$ cat src/rtl/uart_pkg.sv
// UART RX shared definitions: FSM state encoding, legal prescale ratios, config record, vote helper.
// Latency: n/a (types and constants only).
// Backpressure: n/a.
package uart_pkg;

    // Encodings are fixed so that states can be recognised on a logic analyser.
    typedef enum logic [2:0] {
        IDLE   = 3'b000,
        START  = 3'b001,
        DATA   = 3'b011,
        PARITY = 3'b111,
        STOP   = 3'b101
    } rx_state_e;

    localparam int unsigned PRESC_8  = 8;
    localparam int unsigned PRESC_16 = 16;
    localparam int unsigned PRESC_32 = 32;

    // Frame options captured at start detection.
    typedef struct packed {
        logic par_en;
        logic par_typ;
        logic stop2;
    } rx_cfg_t;

    function automatic logic maj3(input logic [2:0] s);
        return (s[0] & s[1]) | (s[0] & s[2]) | (s[1] & s[2]);
    endfunction

endpackage

$ cat src/rtl/uart_rx_sampler.sv
// UART RX bit sampler: three samples around mid-bit, bit value is their majority.
// Latency: samples at edge_cnt P/2-2, P/2-1, P/2; voted bit valid from edge P/2+1 until next bit's samples.
// Backpressure: none; free-running alongside the edge counter.
// Ports: clk_i/rst_ni clock and sync active-low reset, rx_i synchronised line,
//        edge_cnt_i position inside the current bit, presc_i latched ratio P, bit_o voted bit.
module uart_rx_sampler #(
    parameter int PRESC_W = 6
) (
    input  logic               clk_i,
    input  logic               rst_ni,
    input  logic               rx_i,
    input  logic [PRESC_W-1:0] edge_cnt_i,
    input  logic [PRESC_W-1:0] presc_i,
    output logic               bit_o
);
    import uart_pkg::*;

    logic [PRESC_W-1:0] half;
    logic [2:0]         samp_q, samp_d;

    assign half = presc_i >> 1;

    always_comb begin
        samp_d = samp_q;
        if (edge_cnt_i == half - PRESC_W'(2)) samp_d[0] = rx_i;
        if (edge_cnt_i == half - PRESC_W'(1)) samp_d[1] = rx_i;
        if (edge_cnt_i == half)               samp_d[2] = rx_i;
    end

    always_ff @(posedge clk_i) begin
        if (!rst_ni) samp_q <= 3'b111;
        else         samp_q <= samp_d;
    end

    assign bit_o = maj3(samp_q);

endmodule

$ cat src/rtl/uart_rx_ctrl_param.sv
// Parametrised UART receiver: 2-flop sync, oversampled bit timing, deserialiser, parity/stop checks.
// Latency: start edge to Data_Valid = 2 + P*(1 + DATA_WIDTH + PAR_EN + 1 + STOP2) + 1 cycles.
// Backpressure: none; results are single-cycle pulses, P_DATA holds the last good word.
// Ports: CLK, RST (sync active-low), RX_IN (async line, idle high), Prescale/PAR_EN/PAR_TYP/STOP2 config,
//        P_DATA word, Data_Valid / Parity_Error / Framing_Error pulses, Busy while a frame is in flight.
module uart_rx_ctrl_param #(
    parameter int DATA_WIDTH = 8,
    parameter int PRESC_W    = 6
) (
    input  logic                  CLK,
    input  logic                  RST,
    input  logic                  RX_IN,
    input  logic [PRESC_W-1:0]    Prescale,
    input  logic                  PAR_EN,
    input  logic                  PAR_TYP,
    input  logic                  STOP2,
    output logic [DATA_WIDTH-1:0] P_DATA,
    output logic                  Data_Valid,
    output logic                  Parity_Error,
    output logic                  Framing_Error,
    output logic                  Busy
);
    import uart_pkg::*;

    logic [1:0]            sync_q;
    logic                  rx_s, rx_s_q;
    rx_state_e             state_q, state_d;
    rx_cfg_t               cfg_q, cfg_d;
    logic [PRESC_W-1:0]    presc_q, presc_d, presc_sel;
    logic [PRESC_W-1:0]    edge_cnt_q, edge_cnt_d;
    logic [3:0]            bit_cnt_q, bit_cnt_d;
    logic                  stop_cnt_q, stop_cnt_d;
    logic [DATA_WIDTH-1:0] shift_q, shift_d;
    logic                  par_err_q, par_err_d, frm_err_q, frm_err_d;
    logic [DATA_WIDTH-1:0] p_data_q, p_data_d;
    logic                  dv_q, dv_d, pe_q, pe_d, fe_q, fe_d;
    logic                  bit_val, bit_end, start_det, exp_par, frm_now;

    assign rx_s      = sync_q[1];
    // Requires a high-to-low transition, so a line stuck low cannot start frames repeatedly.
    assign start_det = rx_s_q & ~rx_s;
    assign bit_end   = (edge_cnt_q == presc_q - PRESC_W'(1));
    assign exp_par   = cfg_q.par_typ ? ~^shift_q : ^shift_q;
    assign presc_sel = (Prescale == PRESC_W'(PRESC_16) || Prescale == PRESC_W'(PRESC_32))
                       ? Prescale : PRESC_W'(PRESC_8);

    uart_rx_sampler #(.PRESC_W(PRESC_W)) u_sampler (
        .clk_i      (CLK),
        .rst_ni     (RST),
        .rx_i       (rx_s),
        .edge_cnt_i (edge_cnt_q),
        .presc_i    (presc_q),
        .bit_o      (bit_val)
    );

    always_comb begin
        state_d    = state_q;
        cfg_d      = cfg_q;
        presc_d    = presc_q;
        edge_cnt_d = bit_end ? '0 : edge_cnt_q + PRESC_W'(1);
        bit_cnt_d  = bit_cnt_q;
        stop_cnt_d = stop_cnt_q;
        shift_d    = shift_q;
        par_err_d  = par_err_q;
        frm_err_d  = frm_err_q;
        p_data_d   = p_data_q;
        dv_d       = 1'b0;
        pe_d       = 1'b0;
        fe_d       = 1'b0;
        frm_now    = frm_err_q | ~bit_val;

        case (state_q)
            IDLE: begin
                edge_cnt_d = '0;
                if (start_det) begin
                    // The detection cycle is edge 0 of the start bit.
                    state_d    = START;
                    edge_cnt_d = PRESC_W'(1);
                    presc_d    = presc_sel;
                    cfg_d      = {PAR_EN, PAR_TYP, STOP2};
                    par_err_d  = 1'b0;
                    frm_err_d  = 1'b0;
                end
            end
            START: if (bit_end) begin
                if (!bit_val) begin
                    state_d   = DATA;
                    bit_cnt_d = '0;
                end else begin
                    state_d = IDLE;        // glitch: drop silently
                end
            end
            DATA: if (bit_end) begin
                shift_d   = {bit_val, shift_q[DATA_WIDTH-1:1]};
                bit_cnt_d = bit_cnt_q + 4'd1;
                if (bit_cnt_q == 4'(DATA_WIDTH - 1)) begin
                    state_d    = cfg_q.par_en ? PARITY : STOP;
                    stop_cnt_d = 1'b0;
                end
            end
            PARITY: if (bit_end) begin
                if (bit_val != exp_par) par_err_d = 1'b1;
                state_d    = STOP;
                stop_cnt_d = 1'b0;
            end
            STOP: if (bit_end) begin
                frm_err_d = frm_now;
                if (stop_cnt_q == cfg_q.stop2) begin
                    state_d = IDLE;
                    pe_d    = par_err_q;
                    fe_d    = frm_now;
                    if (!frm_now && !par_err_q) begin
                        dv_d     = 1'b1;
                        p_data_d = shift_q;
                    end
                end else begin
                    stop_cnt_d = 1'b1;
                end
            end
            default: state_d = IDLE;
        endcase
    end

    always_ff @(posedge CLK) begin
        if (!RST) begin
            sync_q     <= 2'b11;
            rx_s_q     <= 1'b1;
            state_q    <= IDLE;
            cfg_q      <= '0;
            presc_q    <= PRESC_W'(PRESC_8);
            edge_cnt_q <= '0;
            bit_cnt_q  <= '0;
            stop_cnt_q <= 1'b0;
            shift_q    <= '0;
            par_err_q  <= 1'b0;
            frm_err_q  <= 1'b0;
            p_data_q   <= '0;
            dv_q       <= 1'b0;
            pe_q       <= 1'b0;
            fe_q       <= 1'b0;
        end else begin
            sync_q     <= {sync_q[0], RX_IN};
            rx_s_q     <= rx_s;
            state_q    <= state_d;
            cfg_q      <= cfg_d;
            presc_q    <= presc_d;
            edge_cnt_q <= edge_cnt_d;
            bit_cnt_q  <= bit_cnt_d;
            stop_cnt_q <= stop_cnt_d;
            shift_q    <= shift_d;
            par_err_q  <= par_err_d;
            frm_err_q  <= frm_err_d;
            p_data_q   <= p_data_d;
            dv_q       <= dv_d;
            pe_q       <= pe_d;
            fe_q       <= fe_d;
        end
    end

    assign P_DATA        = p_data_q;
    assign Data_Valid    = dv_q;
    assign Parity_Error  = pe_q;
    assign Framing_Error = fe_q;
    assign Busy          = (state_q != IDLE);

endmodule

$ cat config.mk
export PLATFORM = sky130hd
export DESIGN_NAME = uart_rx_ctrl_param
export DESIGN_NICKNAME = d
export VERILOG_FILES = /design/src/rtl/uart_pkg.sv /design/src/rtl/uart_rx_sampler.sv /design/src/rtl/uart_rx_ctrl_param.sv
export SDC_FILE = /design/constraint.sdc
export NUM_CORES = 1
export LEC_CHECK = 0
export ABC_AREA = 0
export CAP_MARGIN = 20
export CORE_AREA = 10 10 88 90
export CTS_BUF_LIST = sky130_fd_sc_hd__clkbuf_8
export DETAILED_ROUTE_END_ITERATION = 8
export DIE_AREA = 0 0 98 100
export PLACE_DENSITY = 0.7
export SLEW_MARGIN = 15
export SYNTH_ARGS = -nofsm -noshare
export SYNTH_HDL_FRONTEND = slang
export SYNTH_SLANG_ARGS = --single-unit
$ cat constraint.sdc
create_clock -name CLK -period 1.9 [get_ports CLK]
set_input_delay 0.38 -clock CLK [delete_from_list [all_inputs] [get_ports CLK]]
set_output_delay 0.38 -clock CLK [all_outputs]
set_load 0.03 [all_outputs]
==> impl_metrics.env, run 1 <==
export IMPL_place_area_mm2=0.00317
export IMPL_track_usage=0.126
export IMPL_multi_input_area_mm2=0.00158
export IMPL_vias=2148
export IMPL_layout_commonest_cell="dfxtp_1"
export IMPL_ys_warn_count=0
export IMPL_synth_edff_count=0
export IMPL_reg2reg_slack_ns=0.03
export IMPL_rsz0062_at_grt="yes"
export IMPL_cts_buffer_depth=2
export IMPL_fp_coreArea_mm2=0.00613
export IMPL_netlist_instances=280
export IMPL_clock_latency_ns=0.31
export IMPL_nets=349
export IMPL_synth_area_mm2=0.00265
export IMPL_yosysUniqueCellTypes=61
export IMPL_die_area_mm2=0.00980
export IMPL_final_setup_skew_ns=0.00667
export IMPL_critPathMaxFanout=6
export IMPL_status="finished, final reports clean"
export IMPL_grt_pass1_vias=2138
export IMPL_diodes=0
export IMPL_power_total_mw=1.77
export IMPL_postSynthAreaPerCell_um2=9.45
export IMPL_drt_iter0_drc=137
export IMPL_start_kind="flip-flop"
export IMPL_drc=0
export IMPL_min_period_ns=1.87
export IMPL_holdWs_ns=0.423
export IMPL_cts_hold_buf=0
export IMPL_final_max_slew_viol_count=0
export IMPL_gp_congestion=0.839
export IMPL_arrival_ns=2.08
export IMPL_overflow=0
export IMPL_syn_nets=299
export IMPL_place_hpwl_um=4570
export IMPL_wl_um=6210
export IMPL_grt_max_degree=27
export IMPL_slew_headroom=0.752
export IMPL_grt_pass1_wl_um=10400
export IMPL_fill_cells=526
export IMPL_port_buffer_count=23
export IMPL_tritoncts="yes"
export IMPL_fp_dieW_um=98
export IMPL_drive_above_1_share=0.227
export IMPL_timing_fmax_ghz=0.534
export IMPL_synth_async_sr_flop_share=0
export IMPL_ir_worst_vdd_mv=0.460
export IMPL_root_buffer="clkbuf_8"
export IMPL_slowest_delay_ns=0.36
export IMPL_wl_per_cell_um=15.3
export IMPL_final_cell_mix="46 x dfxtp_1, 31 x buf_4, 30 x nand2_1"
export IMPL_synth_seq_cells=50
export IMPL_final_area_mm2=0.00334
export IMPL_clkTransAtPathRegs_ns=0.09
export IMPL_crit_family="compound AO/OA/AOI/OAI gates"
export IMPL_hold_viol=0
export IMPL_drt_first_pass_iters=4
export IMPL_postRouteAntennaNets=0
export IMPL_power_density_mw_per_mm2=528
export IMPL_yosys_most_used_dff="dfxtp_1"
export IMPL_fp_dieH_um=100
export IMPL_area_growth_pct=26.3
export IMPL_num_rows=29
export IMPL_tightest_slew_ns=0.371
export IMPL_via_per_inst=5.28
export IMPL_ys_seq_area_frac=0.378
export IMPL_min_path_type="flip-flop to flip-flop"
export IMPL_worstPathCellList="inv_4 -> ha_4 -> a21boi_4 -> and3_4 -> o211ai_4 -> buf_4 -> nor3_1 -> o221a_2"
export IMPL_numCtsBuffers=5
export IMPL_max_cap_violations=0
export IMPL_cts_sinks=50
export IMPL_initial_utilization=0.432
export IMPL_leakagePower_nw=1.35
export IMPL_crit_slowest_cell="dfxtp_2"
export IMPL_finalSetupViolations=0
export IMPL_endpoint_kind="flip-flop"
export IMPL_cp_buffers_inverters=2
export IMPL_tns_ns=0
export IMPL_path_class="flip-flop to flip-flop"
export IMPL_antenna_found_initial=0
export IMPL_timing_final_crit_share=0.985
export IMPL_cts_htree_levels=2
export IMPL_io_pins=24
export IMPL_cp_required_ns=2.11
export IMPL_final_seq_area_mm2=0.00101
==> power by group <==
| group | leakage, nW | switching (mW) | internal (mW) |
|---|---|---|---|
| combinational | 0.902 | 0.0504 | 0.0517 |
| sequential | 0.405 | 0.00559 | 1.05 |
| clock | 0.0414 | 0.355 | 0.248 |
==> area by class of cell <==
class                   instances  share of cell area
well taps                      77              0.0288
flip-flops and latches         50               0.301
inverters                      14              0.0172
multi-input cells             202               0.473
repair buffers                 57               0.156
clock buffers                   5              0.0206
clock inverters                 2             0.00337
==> per-stage QoR <==
stage / utilization / setup slack (ns) / instances
floorplan: - / 0.00250 / 280
global placement: 0.516 / 0.00505 / 396
detailed placement: 0.516 / -0.0396 / 396
CTS: 0.533 / -0.00374 / 403
global route: 0.545 / -0.0412 / 407
finish: 0.545 / 0.0289 / 407
==> registers in the layout (all words and copies together) (netlist names), 2 cells and up <==
name and flops:
P_DATA 8, shift_q 8, edge_cnt_q 6, presc_q 6
bit_cnt_q 4, cfg_q 3, state_q 3, u_sampler.samp_q 3
sync_q 2
==> metal layers <==
| metal | vias up | track usage | routed length [µm] |
|---|---|---|---|
| li1 | 1080 | - | - |
| met1 | 1032 | 0.153 | 2800 |
| met2 | 29 | 0.214 | 3060 |
| met3 | 7 | 0.0309 | 282 |
| met4 | 0 | 0.0380 | 64 |
| met5 | - | 0 | 0 |
==> synth_stat cells, types with 2 or more instances <==
cell      number  area (µm²)
nor4_1         6        37.5
dfxtp_1       50        1000
nand2_1       30         113
xnor2_1       18         158
or3_1          2        12.5
nand3_1        7        35.0
nor3_1         6        30.0
o31ai_1        3        22.5
nor3_4         2        32.5
o41ai_2        2        32.5
nand3b_1       3        22.5
nor2b_1        3        18.8
nand4_1        3        18.8
buf_2          5        25.0
ha_1           7        87.6
clkbuf_1       6        22.5
xor2_1        14         123
o21ai_0        4        20.0
and3_1         5        31.3
a41o_1         2        20.0
mux2i_1       20         200
inv_1         13        48.8
buf_6          2        22.5
nor2_1        15        56.3
a22oi_1        2        15.0
nand2_2        2        12.5
xnor2_2        2        32.5
nand2b_1       4        25.0
a21oi_1        7        35.0
a211oi_1       4        30.0
==> repair_timing <==
action,4_1_cts,5_1_grt
pin swaps,5,6
endpoints found under the setup margin,23,33
gates resized for setup,6,15
setup buffers,0,4
hold endpoints to repair,0,0
==> path summary, 6_finish.rpt <==
check                  start      endpoint  cells past startpoint
setup / recovery  presc_q[2]  bit_cnt_q[3]                      8
hold / removal     sync_q[0]     sync_q[1]                      1
setup reg to reg  presc_q[2]  bit_cnt_q[3]                      8
hold reg to reg    sync_q[0]     sync_q[1]                      1
==> cells by family after synthesis <==
kind of cell,synth area share
adders and majority gates,0.0374
buffers and inverters,0.0492
DFF,0.378
xor gates and xnor gates,0.118
muxes,0.0799
and+or+nand+nor,0.209
AOI/OAI and AO/OA,0.128
(Power assumes the default switching activity.)
==> run 2, diff against run 1 <==
CTS_BUF_LIST = default   (was sky130_fd_sc_hd__clkbuf_8)
PLACE_DENSITY = 0.66   (was 0.7)
==> impl_metrics.env, run 2 (synthesis results as in run 1) <==
export IMPL_tightest_slew_ns=0.454
export IMPL_final_cell_mix="47 x dfxtp_1, 30 x nand2_1, 27 x buf_4"
export IMPL_grt_pass1_wl_um=10400
export IMPL_vias=2136
export IMPL_layout_commonest_cell="dfxtp_1"
export IMPL_max_cap_violations=0
export IMPL_final_setup_skew_ns=0.00866
export IMPL_holdWs_ns=0.423
export IMPL_cts_htree_levels=2
export IMPL_timing_fmax_ghz=0.538
export IMPL_start_kind="flip-flop"
export IMPL_power_total_mw=1.93
export IMPL_track_usage=0.125
export IMPL_drc=0
export IMPL_p_sw_frac=0.221
export IMPL_diodes=0
export IMPL_root_buffer="clkbuf_8"
export IMPL_nets=346
export IMPL_grt_pass1_vias=2140
export IMPL_finalCoreUtilization=0.552
export IMPL_cts_hold_buf=0
export IMPL_via_per_inst=5.27
export IMPL_hold_viol=0
export IMPL_slew_headroom=0.696
export IMPL_intPower_mw=1.50
export IMPL_min_period_ns=1.86
export IMPL_drt_iter0_drc=105
export IMPL_leakagePower_nw=1.37
export IMPL_overflow=0
export IMPL_gp_congestion=0.898
export IMPL_wl_um=6080
export IMPL_power_frac_seq=0.551
export IMPL_postRouteAntennaNets=0
export IMPL_place_hpwl_um=4590
export IMPL_power_frac_clock=0.397
export IMPL_die_area_mm2=0.00980
export IMPL_place_area_mm2=0.00319
export IMPL_wl_per_cell_um=15.0
export IMPL_arrival_ns=2.10
export IMPL_fill_cells=543
export IMPL_endpoint_kind="flip-flop"
export IMPL_antenna_found_initial=0
export IMPL_finalSetupViolations=0
export IMPL_min_path_type="flip-flop to flip-flop"
export IMPL_tritoncts="yes"
export IMPL_num_rows=29
export IMPL_drt_first_pass_iters=4
export IMPL_timing_final_crit_share=0.979
export IMPL_fp_dieH_um=100
export IMPL_fp_coreArea_mm2=0.00613
export IMPL_p_sw_mw=0.427
export IMPL_place_ws_ns=-0.0362
export IMPL_initial_utilization=0.432
export IMPL_cp_required_ns=2.14
export IMPL_final_max_slew_viol_count=0
export IMPL_clkTransAtPathRegs_ns=0.10
export IMPL_path_class="flip-flop to flip-flop"
export IMPL_cts_sinks=50
export IMPL_tns_ns=0
export IMPL_io_pins=24
export IMPL_drive_above_1_share=0.226
export IMPL_fp_dieW_um=98
export IMPL_cts_buffer_depth=2
export IMPL_port_buffer_count=23
export IMPL_critPathMaxFanout=8
export IMPL_area_growth_pct=27.8
export IMPL_p_comb_frac=0.053
export IMPL_grt_max_degree=29
export IMPL_dp_cells=397
export IMPL_instances_no_fill=405
export IMPL_layout_setup_ws_ns=0.0396
export IMPL_numCtsBuffers=5
export IMPL_ir_worst_vdd_mv=0.474
export IMPL_final_area_mm2=0.00338
export IMPL_power_density_mw_per_mm2=570
export IMPL_rsz0062_at_grt="yes"
export IMPL_clock_latency_ns=0.30
export IMPL_status="finished, final reports clean"
-- run 2: changes by cell type in the layout (fill, tap and decap cells not counted), sizes merged --
cell,delta
clkinv,+1
buf,-3
clkinvlp,-1
bufinv,+1
-- run 2: final timing paths --
| path | start | to | slack (ns) | cells after the start |
|---|---|---|---|---|
| max reg2reg | presc_q[1] | P_DATA[2] | 0.04 | 9 |
| min | sync_q[0] | sync_q[1] | 0.42 | 1 |
| max | presc_q[1] | P_DATA[2] | 0.04 | 9 |
| min reg2reg | sync_q[0] | sync_q[1] | 0.42 | 1 |
-- run 2: power by group through the flow --
stage	clock (mW)	combinational, mW	sequential, mW
5_1_grt	0.814	0.113	1.06
2_1_floorplan	0	0.0471	1.09
3_5_place_dp	0	0.102	1.09
6_report	0.764	0.101	1.06
4_1_cts	0.783	0.102	1.06
3_3_place_gp	0	0.101	1.09
-- run 2: what timing repair did --
item	in CTS	in global routing
pin swaps	3	2
resized for setup	8	13
setup buffers	0	0
setup endpoints to repair	26	33
-- run 2: area by class of cell --
cell class,instances,area (µm²),share of cell area
clock inverter,3,43.8,0.0129
timing repair buffer,54,512,0.151
inverter,14,57.6,0.0170
sequential,50,1000,0.297
multi-input combinational,202,1600,0.473
tap,77,96.3,0.0285
clock buffer,5,68.8,0.0203
-- run 2: critical path, stage by stage (launching register included) --
cell,delay [ns]
dfxtp_2,0.36
inv_4,0.05
ha_2,0.19
a21boi_4,0.19
and3_4,0.24
o211ai_4,0.10
buf_12,0.16
nor3_4,0.15
buf_12,0.16
mux2i_1,0.19
-- run 2: layer usage --
metal	part of all wire	wire length, µm	vias up	global-route usage
met5	0	0	-	0
met3	0.048	292	4	0.0288
met1	0.49	2950	1014	0.168
met2	0.46	2770	44	0.191
met4	0.010	61	0	0.0403
li1	-	-	1074	-
==> run 3, diff against run 2 <==
TNS_END_PERCENT = 100   (was default)
==> results of run 3 <==
Same layout as run 2: the final DEF is identical, and so are final timing and power.
